--- src/rtl/codec_cfg_sequencer.sv ---
// Codec configuration sequencer: replays a table of 3-byte I2C register writes
// through the byte engine, then serves host writes, retrying NACKed transfers.
module codec_cfg_sequencer #(
   parameter logic [15:0] C_CLK_DIVISOR = 16'd2,
   parameter logic [7:0]  C_NUM_REGS    = 8'd16,
   parameter logic [3:0]  C_MAX_RETRY   = 4'd3,
   parameter logic [15:0] C_STOP_WAIT   = 16'd2 * C_CLK_DIVISOR + 16'd2
) (
   input  logic        clk,
   input  logic        rst_n,
   input  logic        start,
   output logic        busy,
   output logic        init_done,
   output logic        init_err,
   output logic [7:0]  err_index,
   output logic [7:0]  tbl_addr,
   input  logic [23:0] tbl_data,
   input  logic        req_valid,
   input  logic [23:0] req_data,
   output logic        req_ready,
   output logic        req_nack,
   output logic        eng_go,
   output logic        eng_rnw,
   output logic [7:0]  eng_wdata,
   input  logic        eng_done,
   input  logic        eng_ack
);

   typedef enum logic [2:0] {
      S_IDLE       = 3'd0,
      S_FETCH      = 3'd1,
      S_FETCH_WAIT = 3'd2,
      S_XFER       = 3'd3,
      S_STOP_WAIT  = 3'd4,
      S_CHECK      = 3'd5,
      S_HOST_IDLE  = 3'd6,
      S_ERROR      = 3'd7
   } state_t;

   state_t      state_r, state_s;
   logic [7:0]  index_r, index_s;
   logic [3:0]  retry_r, retry_s;
   logic [23:0] txn_r, txn_s;
   logic [1:0]  byte_idx_r, byte_idx_s;
   logic [1:0]  ack_cnt_r, ack_cnt_s;
   logic [15:0] wait_cnt_r, wait_cnt_s;
   logic        host_r, host_s;
   logic        done_q_r;
   logic        eng_go_r, eng_go_s;
   logic [7:0]  eng_wdata_r, eng_wdata_s;
   logic [7:0]  tbl_addr_r, tbl_addr_s;
   logic        init_done_r, init_done_s;
   logic        init_err_r, init_err_s;
   logic [7:0]  err_index_r, err_index_s;
   logic        req_nack_r, req_nack_s;
   logic        busy_r, busy_s;
   logic        launch_s;
   logic        done_rise_s;
   logic        restart_s;
   logic        req_ready_s;

   assign done_rise_s = eng_done & ~done_q_r;
   assign restart_s   = start & ((state_r == S_IDLE) | (state_r == S_HOST_IDLE) | (state_r == S_ERROR));
   // Acceptance is a decode of the current cycle so the host sees a true same-cycle handshake.
   assign req_ready_s = (state_r == S_HOST_IDLE) & req_valid & ~start;

   // State and datapath registers
   always_ff @(posedge clk or negedge rst_n) begin
      if (!rst_n) begin
         state_r     <= S_IDLE;
         index_r     <= 8'd0;
         retry_r     <= 4'd0;
         txn_r       <= 24'd0;
         byte_idx_r  <= 2'd0;
         ack_cnt_r   <= 2'd0;
         wait_cnt_r  <= 16'd0;
         host_r      <= 1'b0;
         done_q_r    <= 1'b0;
         eng_go_r    <= 1'b0;
         eng_wdata_r <= 8'd0;
         tbl_addr_r  <= 8'd0;
         init_done_r <= 1'b0;
         init_err_r  <= 1'b0;
         err_index_r <= 8'd0;
         req_nack_r  <= 1'b0;
         busy_r      <= 1'b0;
      end else begin
         state_r     <= state_s;
         index_r     <= index_s;
         retry_r     <= retry_s;
         txn_r       <= txn_s;
         byte_idx_r  <= byte_idx_s;
         ack_cnt_r   <= ack_cnt_s;
         wait_cnt_r  <= wait_cnt_s;
         host_r      <= host_s;
         done_q_r    <= eng_done;
         eng_go_r    <= eng_go_s;
         eng_wdata_r <= eng_wdata_s;
         tbl_addr_r  <= tbl_addr_s;
         init_done_r <= init_done_s;
         init_err_r  <= init_err_s;
         err_index_r <= err_index_s;
         req_nack_r  <= req_nack_s;
         busy_r      <= busy_s;
      end
   end

   // Next-state, transaction sequencing and retry policy
   always_comb begin
      state_s     = state_r;
      index_s     = index_r;
      retry_s     = retry_r;
      txn_s       = txn_r;
      byte_idx_s  = byte_idx_r;
      wait_cnt_s  = wait_cnt_r;
      host_s      = host_r;
      eng_go_s    = eng_go_r;
      eng_wdata_s = eng_wdata_r;
      tbl_addr_s  = tbl_addr_r;
      init_done_s = init_done_r;
      init_err_s  = init_err_r;
      err_index_s = err_index_r;
      req_nack_s  = 1'b0;
      launch_s    = 1'b0;

      // The last ACK pulse trails the ACK phase, so counting continues through the stop wait.
      if (eng_ack && ((state_r == S_XFER) || (state_r == S_STOP_WAIT)) && (ack_cnt_r != 2'd3)) begin
         ack_cnt_s = ack_cnt_r + 2'd1;
      end else begin
         ack_cnt_s = ack_cnt_r;
      end

      case (state_r)
         S_IDLE: begin
            state_s = S_IDLE;
         end
         S_FETCH: begin
            state_s = S_FETCH_WAIT;
         end
         S_FETCH_WAIT: begin
            txn_s    = tbl_data;
            launch_s = 1'b1;
            state_s  = S_XFER;
         end
         S_XFER: begin
            if (done_rise_s) begin
               byte_idx_s = byte_idx_r + 2'd1;
               case (byte_idx_r)
                  2'd0: eng_wdata_s = txn_r[15:8];
                  2'd1: eng_wdata_s = txn_r[7:0];
                  default: begin
                     // Dropping go inside the ACK phase makes the engine issue STOP.
                     eng_go_s   = 1'b0;
                     wait_cnt_s = 16'd0;
                     state_s    = S_STOP_WAIT;
                  end
               endcase
            end else begin
               state_s = S_XFER;
            end
         end
         S_STOP_WAIT: begin
            if ((wait_cnt_r + 16'd1) >= C_STOP_WAIT) begin
               state_s = S_CHECK;
            end else begin
               wait_cnt_s = wait_cnt_r + 16'd1;
            end
         end
         S_CHECK: begin
            if (ack_cnt_r == 2'd3) begin
               retry_s = 4'd0;
               if (host_r) begin
                  state_s = S_HOST_IDLE;
               end else begin
                  index_s = index_r + 8'd1;
                  if ((index_r + 8'd1) == C_NUM_REGS) begin
                     init_done_s = 1'b1;
                     state_s     = S_HOST_IDLE;
                  end else begin
                     tbl_addr_s = index_r + 8'd1;
                     state_s    = S_FETCH;
                  end
               end
            end else if (retry_r < C_MAX_RETRY) begin
               retry_s  = retry_r + 4'd1;
               launch_s = 1'b1;
               state_s  = S_XFER;
            end else if (host_r) begin
               req_nack_s = 1'b1;
               state_s    = S_HOST_IDLE;
            end else begin
               init_err_s  = 1'b1;
               err_index_s = index_r;
               state_s     = S_ERROR;
            end
         end
         S_HOST_IDLE: begin
            if (req_ready_s) begin
               txn_s    = req_data;
               retry_s  = 4'd0;
               host_s   = 1'b1;
               launch_s = 1'b1;
               state_s  = S_XFER;
            end else begin
               state_s = S_HOST_IDLE;
            end
         end
         S_ERROR: begin
            state_s = S_ERROR;
         end
         default: begin
            state_s = S_IDLE;
         end
      endcase

      if (restart_s) begin
         init_done_s = 1'b0;
         init_err_s  = 1'b0;
         index_s     = 8'd0;
         retry_s     = 4'd0;
         host_s      = 1'b0;
         tbl_addr_s  = 8'd0;
         state_s     = S_FETCH;
      end else begin
         host_s = host_s;
      end

      if (launch_s) begin
         eng_go_s    = 1'b1;
         eng_wdata_s = txn_s[23:16];
         byte_idx_s  = 2'd0;
         ack_cnt_s   = 2'd0;
      end else begin
         byte_idx_s = byte_idx_s;
      end

      busy_s = ~((state_s == S_IDLE) | (state_s == S_HOST_IDLE) | (state_s == S_ERROR));
   end

   assign busy      = busy_r;
   assign init_done = init_done_r;
   assign init_err  = init_err_r;
   assign err_index = err_index_r;
   assign tbl_addr  = tbl_addr_r;
   assign req_ready = req_ready_s;
   assign req_nack  = req_nack_r;
   assign eng_go    = eng_go_r;
   assign eng_rnw   = 1'b0;
   assign eng_wdata = eng_wdata_r;

endmodule
--- config.mk ---
export PLATFORM = sky130hd
export DESIGN_NAME = codec_cfg_sequencer
export DESIGN_NICKNAME = d
export VERILOG_FILES = /design/src/rtl/codec_cfg_sequencer.sv
export SDC_FILE = /design/constraint.sdc
export NUM_CORES = 1
export LEC_CHECK = 0
export ABC_AREA = 1
export CAP_MARGIN = 20
export CORE_MARGIN = 2
export CORE_UTILIZATION = 39
export DETAILED_ROUTE_END_ITERATION = 10
export GPL_ROUTABILITY_DRIVEN = 1
export GPL_TIMING_DRIVEN = 0
export HOLD_SLACK_MARGIN = 0.02
export PLACE_DENSITY_LB_ADDON = 0.12
export REMOVE_ABC_BUFFERS = 1
export SLEW_MARGIN = 10
export SYNTH_ARGS = -nofsm -noshare
export SYNTH_HDL_FRONTEND = slang
export SYNTH_SLANG_ARGS = --single-unit
--- constraint.sdc ---
create_clock -name clk -period 2 [get_ports clk]
set_input_delay 0.4 -clock clk [delete_from_list [all_inputs] [get_ports clk]]
set_output_delay 0.4 -clock clk [all_outputs]
set_load 0.1 [all_outputs]
==> results of run 1 <==
## cell usage in the layout, fill, tap and decap left out, drive strengths merged, types with 4 or more instances in the layout
cell type and count:
a22oi 20, dlygate4sd2 23, inv 70, a21oi 7, nand4 4, clkbuf 11
xor2 6, a311oi 6, nand3 33, dfrtp 90, nor3 10, ha 7
clkinv 4, clkdlybuf4s15 6, o21ai 35, clkdlybuf4s50 52, nand2 173, buf 19
nor2 72
## routing by layer
metal | global-route usage [%] | up-vias | wire [um]
li1 | - | 2004 | -
met1 | 24.4 | 1821 | 5090
met2 | 29.5 | 100 | 5080
met3 | 4.10 | 10 | 609
met4 | 5.50 | 0 | 124
met5 | 0 | - | 0
## final timing paths
check                               from  cells after the start       endpoint  slack [ns]
setup / recovery           wait_cnt_r[0]                     14  wait_cnt_r[1]        -0.1
hold / removal                     rst_n                      1    tbl_addr[5]        0.02
setup reg to reg           wait_cnt_r[0]                     14  wait_cnt_r[1]        -0.1
hold reg to reg              tbl_addr[6]                      2    tbl_addr[6]        0.47
max in group asynchronous          rst_n                      2     state_r[2]        1.34
min in group clk             tbl_addr[6]                      2    tbl_addr[6]        0.47
## power groups by stage
stage	Sequential, mW	Combinational (mW)	Clock, mW
2_1_floorplan	3.89	1.48	0
3_3_place_gp	2.70	3.59	0
3_5_place_dp	2.70	3.64	0
4_1_cts	2.68	3.74	1.64
5_1_grt	2.76	4.16	1.72
6_report	2.70	3.81	1.62
## logic make-up (layout without fill, tap and decap cells)
group	Yosys count	in the layout	share of synthesized area, %
and+or+nand+nor	291	295	28.0
buffers and inverters	81	187	7.36
AOI/OAI and AO/OA	77	77	10.9
adders and majority gates	7	7	1.97
other	1	1	0.0842
DFF	90	90	50.5
xor gates and xnor gates	6	6	1.18
## critical path: stages (launching register included)
cell and delay, ns:
sky130_fd_sc_hd__dfrtp_1 0.42, sky130_fd_sc_hd__ha_1 0.30, sky130_fd_sc_hd__inv_2 0.04, sky130_fd_sc_hd__or2_4 0.21, sky130_fd_sc_hd__nand2_1 0.06, sky130_fd_sc_hd__nand2_1 0.04, sky130_fd_sc_hd__nor2_1 0.13, sky130_fd_sc_hd__nand2_1 0.07
sky130_fd_sc_hd__nor2_1 0.08, sky130_fd_sc_hd__nand3_1 0.12, sky130_fd_sc_hd__nor2_2 0.15, sky130_fd_sc_hd__nand2_4 0.12, sky130_fd_sc_hd__nand2_8 0.11, sky130_fd_sc_hd__nand3_2 0.07, sky130_fd_sc_hd__o21ai_1 0.09
## cell type report
cell class / instances / share of cell area (%)
multi-input cells: 386 / 34.2
flip-flops and latches: 90 / 37.5
clock inverters: 5 / 0.645
repair inverters: 2 / 0.229
inverters: 69 / 4.49
clock buffers: 11 / 4.04
well taps: 143 / 2.98
repair buffers: 100 / 15.9
## flip-flops by register name, summed over array words and instances (netlist names)
register / cells
ack_cnt_r: 2
busy: 1
byte_idx_r: 2
done_q_r: 1
eng_go: 1
eng_wdata: 8
err_index: 8
host_r: 1
index_r: 8
init_done: 1
init_err: 1
req_nack: 1
retry_r: 4
state_r: 3
tbl_addr: 8
txn_r: 24
wait_cnt_r: 16
## what timing repair did
action / in CTS / in global routing
gates cloned: 5 / 1
setup endpoints to repair: 97 / 53
resized for setup: 66 / 30
pin swaps: 9 / 14
buffers inserted: 10 / 6
hold buffers: 0 / 0
==> reports/summary.md, run 1 <==
Proportion of register bits with asynchronous set or reset after synthesis: 100%. Setup repair after global routing could not meet its margin everywhere. In this run switching power makes up 47.0% of total power. The logs give 9 for the number of buffers inserted during clock tree synthesis and 2.26 ns for the critical path required time. The mean instance size in the synthesized netlist came out at 8.06 um2. Subtracting the final worst setup slack from the clock period gives 2.10 ns.

Hold timing on the final database bottoms out at a slack of 0.0234 ns. At the placement stage, the worst setup path has a slack of -1.09 ns. In the final layout, the share of cells above drive strength 1 is 13.4%. Total power draw: 8.13 mW. Leading register cell type out of synthesis: sky130_fd_sc_hd__dfrtp_1. After synthesis, the cell types taking the most area are sky130_fd_sc_hd__dfrtp_1 (51%), sky130_fd_sc_hd__nand2_1 (14%), sky130_fd_sc_hd__nor2_1 (5.5%). The final max-slew violation count was 0; the last weighted congestion value of the routability-driven placer was 0.898.

For the cell total after placement, the log shows 768. The clock passes through at most 2 buffers. The category of the worst setup path capture point is a flop. The tools report the number of antenna violations at the first check in global routing as 0.

Entering global routing, the biggest net connects 56 pins. The mean number of vias per cell came out at 4.88. The synthesized design contains 0 enable-type register cells. The root buffer cell chosen for the clock tree is sky130_fd_sc_hd__clkbuf_16. The number of hold violations in the final report was 0; the post-synthesis sequential element count was 90. STA classifies the critical path startpoint as a flop. Power spread over the standard cell area amounts to 1350 nW/um2. The biggest area contributor in the post-synthesis netlist is sky130_fd_sc_hd__dfrtp_1. The most repeated cell in the gate-level netlist after synthesis is sky130_fd_sc_hd__nand2_1. The clock latency at the later pin of the worst-skew pair is 0.34 ns. Category of the critical setup timing path: flop to flop.

Across all layers, the routed design uses 3935 vias. The relative max-transition margin is 33.8%, and the worst-margin pin slew is 0.996 ns. The width of the die was 111 um; the number of warning messages in the yosys log was 0. The final design utilization was 53.3%. The tools report the area of the core as 11300 um2. The logs give 1073 for the number of fill cells and 4460 um2 for the cell area after synthesis.

Internal power comes to 4.31 mW. The final clock skew was 0.00798 ns; the top cell type's share of synthesized area was 50.5%. The first global-routing pass estimated 18100 um of wire. Setup violations remaining at the end of the flow were counted as 17. For this block, the routed nets add up to 10900 um of wire. In this run, distinct cell masters in the synthesized netlist total 37. The maximum VDD drop is 0.00108 V, and the fraction of power consumed by combinational cells is 46.9%. The logs give 5420 um2 for the cell area after placement and 0 for the final global-route overflow total. The clock network burns 19.9% of the power.

The routed length per placed instance is 13.5 um, and the number of remaining DRC errors is 0. The layout overhead on the synthesized area is 35.0%. The run gives 85 as the total I/O pin count.

The final reports fail on setup timing. The run gives -0.0953 ns as the minimum setup slack in the final design. The logs give 18.1% for the global-route usage over all layers and 0 for the number of diodes added for antenna fixing. Summing all flip-flop and latch instances after layout gives 2250 um2. Clock-pin slew was measured on the worst setup and hold paths at 0.07 ns. Non-filler instance count after layout: 806. The detailed router finished its first iteration with 215 violations. The run finished, with violations left.

After synthesis, the most frequently instantiated cells are sky130_fd_sc_hd__nand2_1 (165), sky130_fd_sc_hd__dfrtp_1 (90), sky130_fd_sc_hd__nor2_1 (65). Summing the sequential cell areas from Yosys gives 50.5% of the chip area. Once detailed placement completed, the half-perimeter wirelength came to 7100 um. The floorplan step defined a die boundary enclosing 12300 um2.

Total iterations of the first detailed-routing run: 4. The worst hold path belongs to the class input port to async pin. The tools report the via count of the first global-routing pass as 3744. The switching power total is 3.82 mW. The fraction of the cycle the final worst path needs is 105%, and the number of rows created at floorplan is 39. For this design, the sink count on the clock tree is 90. The logs give -1.07 ns for the accumulated negative setup slack and 0 for the remaining number of nets flagged by the antenna check after routing. The proportion of power drawn by flip-flops and latches was 33.2%; the post-layout net count was 719. The tools report the post-layout instance area as 6010 um2. The tools report the post-synthesis instance total as 553. The data arrival time of the critical path is 2.36 ns, and the number of levels in the clock H-tree is 3. TritonCTS built the clock tree. The floorplan step set the die height to 111 um.

For this design the static power due to leakage is 2.90 nW. The starting utilization of the core area was 39.5%; the number of port buffers was 83. Static timing analysis puts the maximum clock frequency at 0.477 GHz. The maximum fanout along the worst path was 5; the max-cap violation count was 0. The multi-input combinational cells in the finished layout cover a total of 2060 um2.
No activity file was read; power rests on OpenSTA's default activity.
==> inputs of run 2 (changes only) <==
--- a/config.mk
+++ b/config.mk
@@ -9,6 +9,7 @@
 export CAP_MARGIN = 20
 export CORE_MARGIN = 2
 export CORE_UTILIZATION = 39
+export CTS_CLUSTER_DIAMETER = 100
 export DETAILED_ROUTE_END_ITERATION = 10
 export GPL_ROUTABILITY_DRIVEN = 1
 export GPL_TIMING_DRIVEN = 0
==> results of run 2 <==
Final layout, timing and power as in run 1 (identical DEF).
==> RTL edit 1: new RTL, config.mk and constraints of run 1 <==
`C_NUM_REGS`: 8'd16 -> 8'd8.
--- a/src/rtl/codec_cfg_sequencer.sv
+++ b/src/rtl/codec_cfg_sequencer.sv
@@ -3,5 +3,5 @@
 module codec_cfg_sequencer #(
    parameter logic [15:0] C_CLK_DIVISOR = 16'd2,
-   parameter logic [7:0]  C_NUM_REGS    = 8'd16,
+   parameter logic [7:0]  C_NUM_REGS    = 8'd8,
    parameter logic [3:0]  C_MAX_RETRY   = 4'd3,
    parameter logic [15:0] C_STOP_WAIT   = 16'd2 * C_CLK_DIVISOR + 16'd2
Formal check against the unedited RTL: same outputs for any inputs over 10 cycles, from zero or initial values and one cycle with rst_n low; that may be too few to reach the edited logic, so the function may still have changed.
==> RTL edit 1 against run 1 <==
  * Total power grew 10%
  * Sequential cell count stayed put
  * Cell area grew 6.6%
  * Largest cell class unchanged
  * Via count up 4.1%
  * Worst setup slack better by 0.13 ns
  * Critical path depth unchanged
  * Routed wire length grew 6.6%
  * Synthesized area is 1.8% higher
==> RTL edit 1: results (changes against run 1) <==
The clock skew after layout came to 0.00771 ns (was 0.00798 ns). The fraction of met2 tracks used by global routing came to 0.301 (was 0.295). The placer's final routability congestion estimate was 0.902 (was 0.898). The via count of the first global-routing pass came to 3929 (was 3744).

The met1 routing resource usage after global routing is 0.255 (was 0.244). The static leakage is 0.00301 uW (was 0.00290 uW). The number of vias after detailed routing is 4096 (was 3935).

The count of synthesis-stage warnings from yosys came out at 0 (unchanged). The detailed route wirelength on metal3 was 673 um (was 609 um). Result of the run: completed (was complete, but fails checks). The maximum vdd ir drop came out at 0.000858 V (was 0.00108 V). The sequential-to-total area share from yosys stat came out at 0.497 (was 0.505). Main area contributors after synthesis: sky130_fd_sc_hd__dfrtp_1 (50%), sky130_fd_sc_hd__nand2_1 (13%), sky130_fd_sc_hd__inv_1 (5.6%) (was sky130_fd_sc_hd__dfrtp_1 (51%), sky130_fd_sc_hd__nand2_1 (14%), sky130_fd_sc_hd__nor2_1 (5.5%)). The number of inserted filler cells in the final layout is 1036 (was 1073). The starting DRC count in detailed routing is 183 (was 215).

The post-detailed-placement half-perimeter wirelength is 7.85 mm (was 7.10 mm). The data arrival time of the critical path is 2.20 ns (was 2.36 ns). The total clock buffers created by CTS is 9 (unchanged).

The final routed wire length divided by cell count came to 14.1 um (was 13.5 um). The maximum buffer depth of the clock tree is 2 (unchanged). The last element of the critical path is wait_cnt_r[4] (was wait_cnt_r[1]). The slack of the worst reg-to-reg path came out at 0.03 ns (was -0.1 ns). The kind of start point of the critical path is a flip-flop (unchanged). The highest signal layer in the routed design was met4 (unchanged).

The transition time at the pin with the least slew margin came out at 1.00 ns (was 0.996 ns). The number of different library cells in the post-synthesis netlist is 39 (was 37). The count of flip-flops with a built-in enable after synthesis is 0 (unchanged).

The number of iterations in the first detailed-routing pass is 4 (unchanged). The number of nets in the layout is 738 (was 719). The worst flop-to-flop path startpoint is wait_cnt_r[1] (was wait_cnt_r[0]).

The proportion of layout cells with a drive suffix above 1 came to 0.213 (was 0.134). The root buffer selected by CTS is sky130_fd_sc_hd__clkbuf_16 (unchanged). The total global routing track utilization is 0.188 (was 0.181).

Most instantiated cells after synthesis: sky130_fd_sc_hd__nand2_1 (159), sky130_fd_sc_hd__dfrtp_1 (90), sky130_fd_sc_hd__inv_1 (68), sky130_fd_sc_hd__nor2_1 (68), sky130_fd_sc_hd__nand3_1 (34) (was sky130_fd_sc_hd__nand2_1 (165), sky130_fd_sc_hd__dfrtp_1 (90), sky130_fd_sc_hd__nor2_1 (65)). The met3 capacity usage during global routing is 0.0506 (was 0.0410). The pin count of the biggest net entering global routing is 48 (was 56). The total length of routed met2 wires came out at 5.53 mm (was 5.08 mm).

The clock-pin transition on the worst setup and hold timing paths is 0.07 ns (about the same). The top fanout value on the critical path came to 7 (was 5). The final setup violation count came out at 0 (was 17).

The first-pass GRT wire length is 18.9 mm (was 18.1 mm).
-- RTL edit 1: what timing repair did --
| item | 4_1_cts | 5_1_grt |
|---|---|---|
| pin swaps | 13 | 26 |
| endpoints found under the setup margin | 80 | 61 |
| gates cloned | 2 | 0 |
| setup buffers | 18 | 8 |
| resized for setup | 69 | 78 |
-- RTL edit 1: power by group --
part / internal [uW] / switching, uW / leakage [uW]
registers: 2390 / 343 / 0.00115
logic: 1210 / 3030 / 0.00168
clock network: 1300 / 707 / 0.000176
total: 4890 / 4080 / 0.00301
-- RTL edit 1: cells by family (layout without fill, tap and decap cells) --
family | count (synthesis) | count (layout) | share of synthesized area
adders and majority gates | 7 | 7 | 0.0193
DFF | 90 | 90 | 0.497
other | 1 | 1 | 0.000827
buffers and inverters | 85 | 201 | 0.0742
and+or+nand+nor | 304 | 304 | 0.289
AOI/OAI and AO/OA | 73 | 73 | 0.108
xor gates and xnor gates | 4 | 4 | 0.00772
muxes | 2 | 2 | 0.00497
-- RTL edit 1: stage by stage --
step / instance area (um^2) / hold WS [ns] / power (uW) / cells / setup slack (ns)
after detailed placement: 5530 / 0.452 / 6720 / 781 / -1.50
after CTS: 6140 / 0.0860 / 8820 / 817 / -0.0124
after global placement: 5480 / 0.462 / 6580 / 778 / -2.79
after floorplan: 4470 / 0.104 / 5600 / 552 / -0.601
final: 6410 / 0.0511 / 8970 / 825 / 0.0299
after global routing: 6410 / 0.102 / 9520 / 825 / -0.117
-- RTL edit 1: layout make-up --
cell class | instances | area share
clock buffers | 11 | 0.0394
clock inverters | 5 | 0.0168
inverters | 71 | 0.0432
multi-input cells | 391 | 0.348
flip-flops and latches | 90 | 0.353
well taps | 143 | 0.0279
repair buffers | 112 | 0.170
repair inverters | 2 | 0.00156
==> RTL edit 2: new RTL, config.mk and constraints of run 1 <==
Without the edit above. `tbl_addr_r` no longer has a reset.
--- a/src/rtl/codec_cfg_sequencer.sv
+++ b/src/rtl/codec_cfg_sequencer.sv
@@ -79,5 +79,4 @@
          eng_go_r    <= 1'b0;
          eng_wdata_r <= 8'd0;
-         tbl_addr_r  <= 8'd0;
          init_done_r <= 1'b0;
          init_err_r  <= 1'b0;
@@ -97,5 +96,4 @@
          eng_go_r    <= eng_go_s;
          eng_wdata_r <= eng_wdata_s;
-         tbl_addr_r  <= tbl_addr_s;
          init_done_r <= init_done_s;
          init_err_r  <= init_err_s;
@@ -104,4 +102,8 @@
          busy_r      <= busy_s;
       end
+   end
+
+   always_ff @(posedge clk) begin
+      tbl_addr_r <= tbl_addr_s;
    end
 
Formal check against the unedited RTL: no difference found for any inputs over 10 cycles, from zero or initial values and one cycle with rst_n low; that may be too few to reach the edited logic, so the function may still have changed.
==> RTL edit 2 against run 1 <==
  * Worst hold slack better by 0.44 ns
  * Cell area down 0.50%
  * Synthesized area down 0.84%
  * Combinational power up 4%
  * The flow still finishes with violations (negative setup slack)
  * Global-route usage down 0.44 points
  * Highest routed layer unchanged
  * Via count up 0.56%
  * Clock power down 2%
  * Worst setup slack better by 0.053 ns
  * Critical path depth unchanged
  * Routed wire length about the same
  * Sequential cell count unchanged
  * Total power up 2.9%
  * Count of clock-buffer cells in the layout down 1
  * Critical path type unchanged
  * First-iteration DRC count down 30%
==> RTL edit 2: results (changes against run 1) <==
The number of inserted filler cells in the final layout came out at 1038 (was 1073). The final setup violation count came out at 16 (was 17). The top fanout value on the critical path is 8 (was 5). The last element of the critical path is wait_cnt_r[6] (was wait_cnt_r[1]). The smallest setup slack after layout was -0.0421 ns (was -0.0953 ns). The endpoint of the worst hold path is tbl_addr[2]. The starting DRC count in detailed routing came out at 151 (was 215). The maximum vdd ir drop is 0.000736 V (was 0.00108 V).

The count of flip-flops with a built-in enable after synthesis is 0 (unchanged). The switching power was 3840 uW (was 3820 uW). The via count of the first global-routing pass is 3865 (was 3744).

The number of nets in the layout came out at 717 (was 719). The number of vias after detailed routing came out at 3957 (was 3935). Violations in the final reports: negative setup slack (unchanged). The latest clock arrival within the worst-skew pair came to 0.34 ns (about the same). The data arrival time of the critical path came out at 2.27 ns (was 2.36 ns). The placer's final routability congestion estimate is 0.878 (was 0.898). The proportion of layout cells with a drive suffix above 1 is 0.158 (was 0.134). The met3 capacity usage during global routing came to 0.0368 (was 0.0410).

The final routed wire length divided by cell count is 13.6 um (was 13.5 um). The static leakage came out at 0.00286 uW (was 0.00290 uW). The share of async-settable or async-resettable flops after synthesis came to 0.911 (was 1.00). The class of the worst hold path was reg2reg (was in2async).

The worst flop-to-flop path startpoint is wait_cnt_r[1] (was wait_cnt_r[0]). Main area contributors after synthesis: sky130_fd_sc_hd__dfrtp_1 (46%), sky130_fd_sc_hd__nand2_1 (13%), sky130_fd_sc_hd__inv_1 (5.3%) (was sky130_fd_sc_hd__dfrtp_1 (51%), sky130_fd_sc_hd__nand2_1 (14%), sky130_fd_sc_hd__nor2_1 (5.5%)). Result of the run: complete, but fails checks (unchanged). The first-pass GRT wire length came out at 17.8 mm (was 18.1 mm). Most instantiated cells after synthesis: sky130_fd_sc_hd__nand2_1 (152), sky130_fd_sc_hd__dfrtp_1 (82), sky130_fd_sc_hd__inv_1 (62) (was sky130_fd_sc_hd__nand2_1 (165), sky130_fd_sc_hd__dfrtp_1 (90), sky130_fd_sc_hd__nor2_1 (65)). The count of synthesis-stage warnings from yosys came out at 0 (unchanged).

The met1 routing resource usage after global routing is 0.218 (was 0.244). The fraction of met2 tracks used by global routing is 0.311 (was 0.295). The pin count of the biggest net entering global routing was 63 (was 56).

The post-detailed-placement half-perimeter wirelength was 7.15 mm (was 7.10 mm). The worst max-slew margin expressed relative to the limit is 0.343 (was 0.338). The accumulated negative setup slack is -0.488 ns (was -1.07 ns). The number of different library cells in the post-synthesis netlist is 40 (was 37).
RTL edit 2: area by class of cell:
class	count	area [um^2]	area share
Clock buffer	10	229	0.0383
Clock inverter	6	48.8	0.00816
Inverter	67	270	0.0452
Multi-Input combinational cell	379	2010	0.336
Sequential cell	90	2220	0.371
Tap cell	140	175	0.0293
Timing Repair Buffer	105	1010	0.169
Timing Repair inverter	3	21.3	0.00355
RTL edit 2: worst max-delay path, stage by stage, from the launching register on:
cell	delay, ns
sky130_fd_sc_hd__dfrtp_1	0.40
sky130_fd_sc_hd__inv_1	0.06
sky130_fd_sc_hd__ha_1	0.29
sky130_fd_sc_hd__inv_2	0.04
sky130_fd_sc_hd__or2_4	0.22
sky130_fd_sc_hd__nand2_2	0.07
sky130_fd_sc_hd__nand3_2	0.06
sky130_fd_sc_hd__nor2_2	0.09
sky130_fd_sc_hd__nand3_1	0.09
sky130_fd_sc_hd__nor2_2	0.10
sky130_fd_sc_hd__nand3_2	0.13
sky130_fd_sc_hd__nor2_4	0.13
sky130_fd_sc_hd__nor2_4	0.08
sky130_fd_sc_hd__inv_4	0.14
sky130_fd_sc_hd__nor2_2	0.04
RTL edit 2: logic make-up after synthesis:
kind of cell | synth area share
AND/OR/NAND/NOR | 0.272
flip-flops | 0.501
AO/OA/AOI/OAI | 0.117
buffers and inverters | 0.0722
adder cells (fa/ha/maj) | 0.0227
XOR/XNOR | 0.0119
other | 0.000849
multiplexers | 0.00227
RTL edit 2: power by group through the flow:
stage / Combinational [uW] / Clock [uW] / Sequential (uW)
after floorplan: 1710 / 0 / 3710
after global placement: 3490 / 0 / 2840
after detailed placement: 3570 / 0 / 2840
after CTS: 3750 / 1630 / 2810
after global routing: 4350 / 1700 / 2910
final: 3960 / 1580 / 2820
RTL edit 2: stage by stage:
| stage | cells | util | area [um^2] | hold slack [ns] | setup slack, ns |
|---|---|---|---|---|---|
| 4_1_cts | 790 | 0.533 | 5830 | 0.464 | -0.0713 |
| 2_1_floorplan | 534 | - | 4350 | 0.104 | -0.390 |
| 3_3_place_gp | 757 | 0.490 | 5360 | 0.450 | -2.51 |
| 5_1_grt | 800 | 0.547 | 5980 | 0.486 | -0.196 |
| 6_report | 800 | 0.547 | 5980 | 0.461 | -0.0421 |
| 3_5_place_dp | 758 | 0.492 | 5380 | 0.316 | -1.16 |
RTL edit 2: what timing repair did:
item                                   4_1_cts  5_1_grt
resized for setup                           61       35
gates cloned                                 3        2
pin swaps                                   11        9
endpoints found under the hold margin       20        0
buffers inserted                            12        8
hold buffers                                 1        0
setup endpoints to repair                   97       67
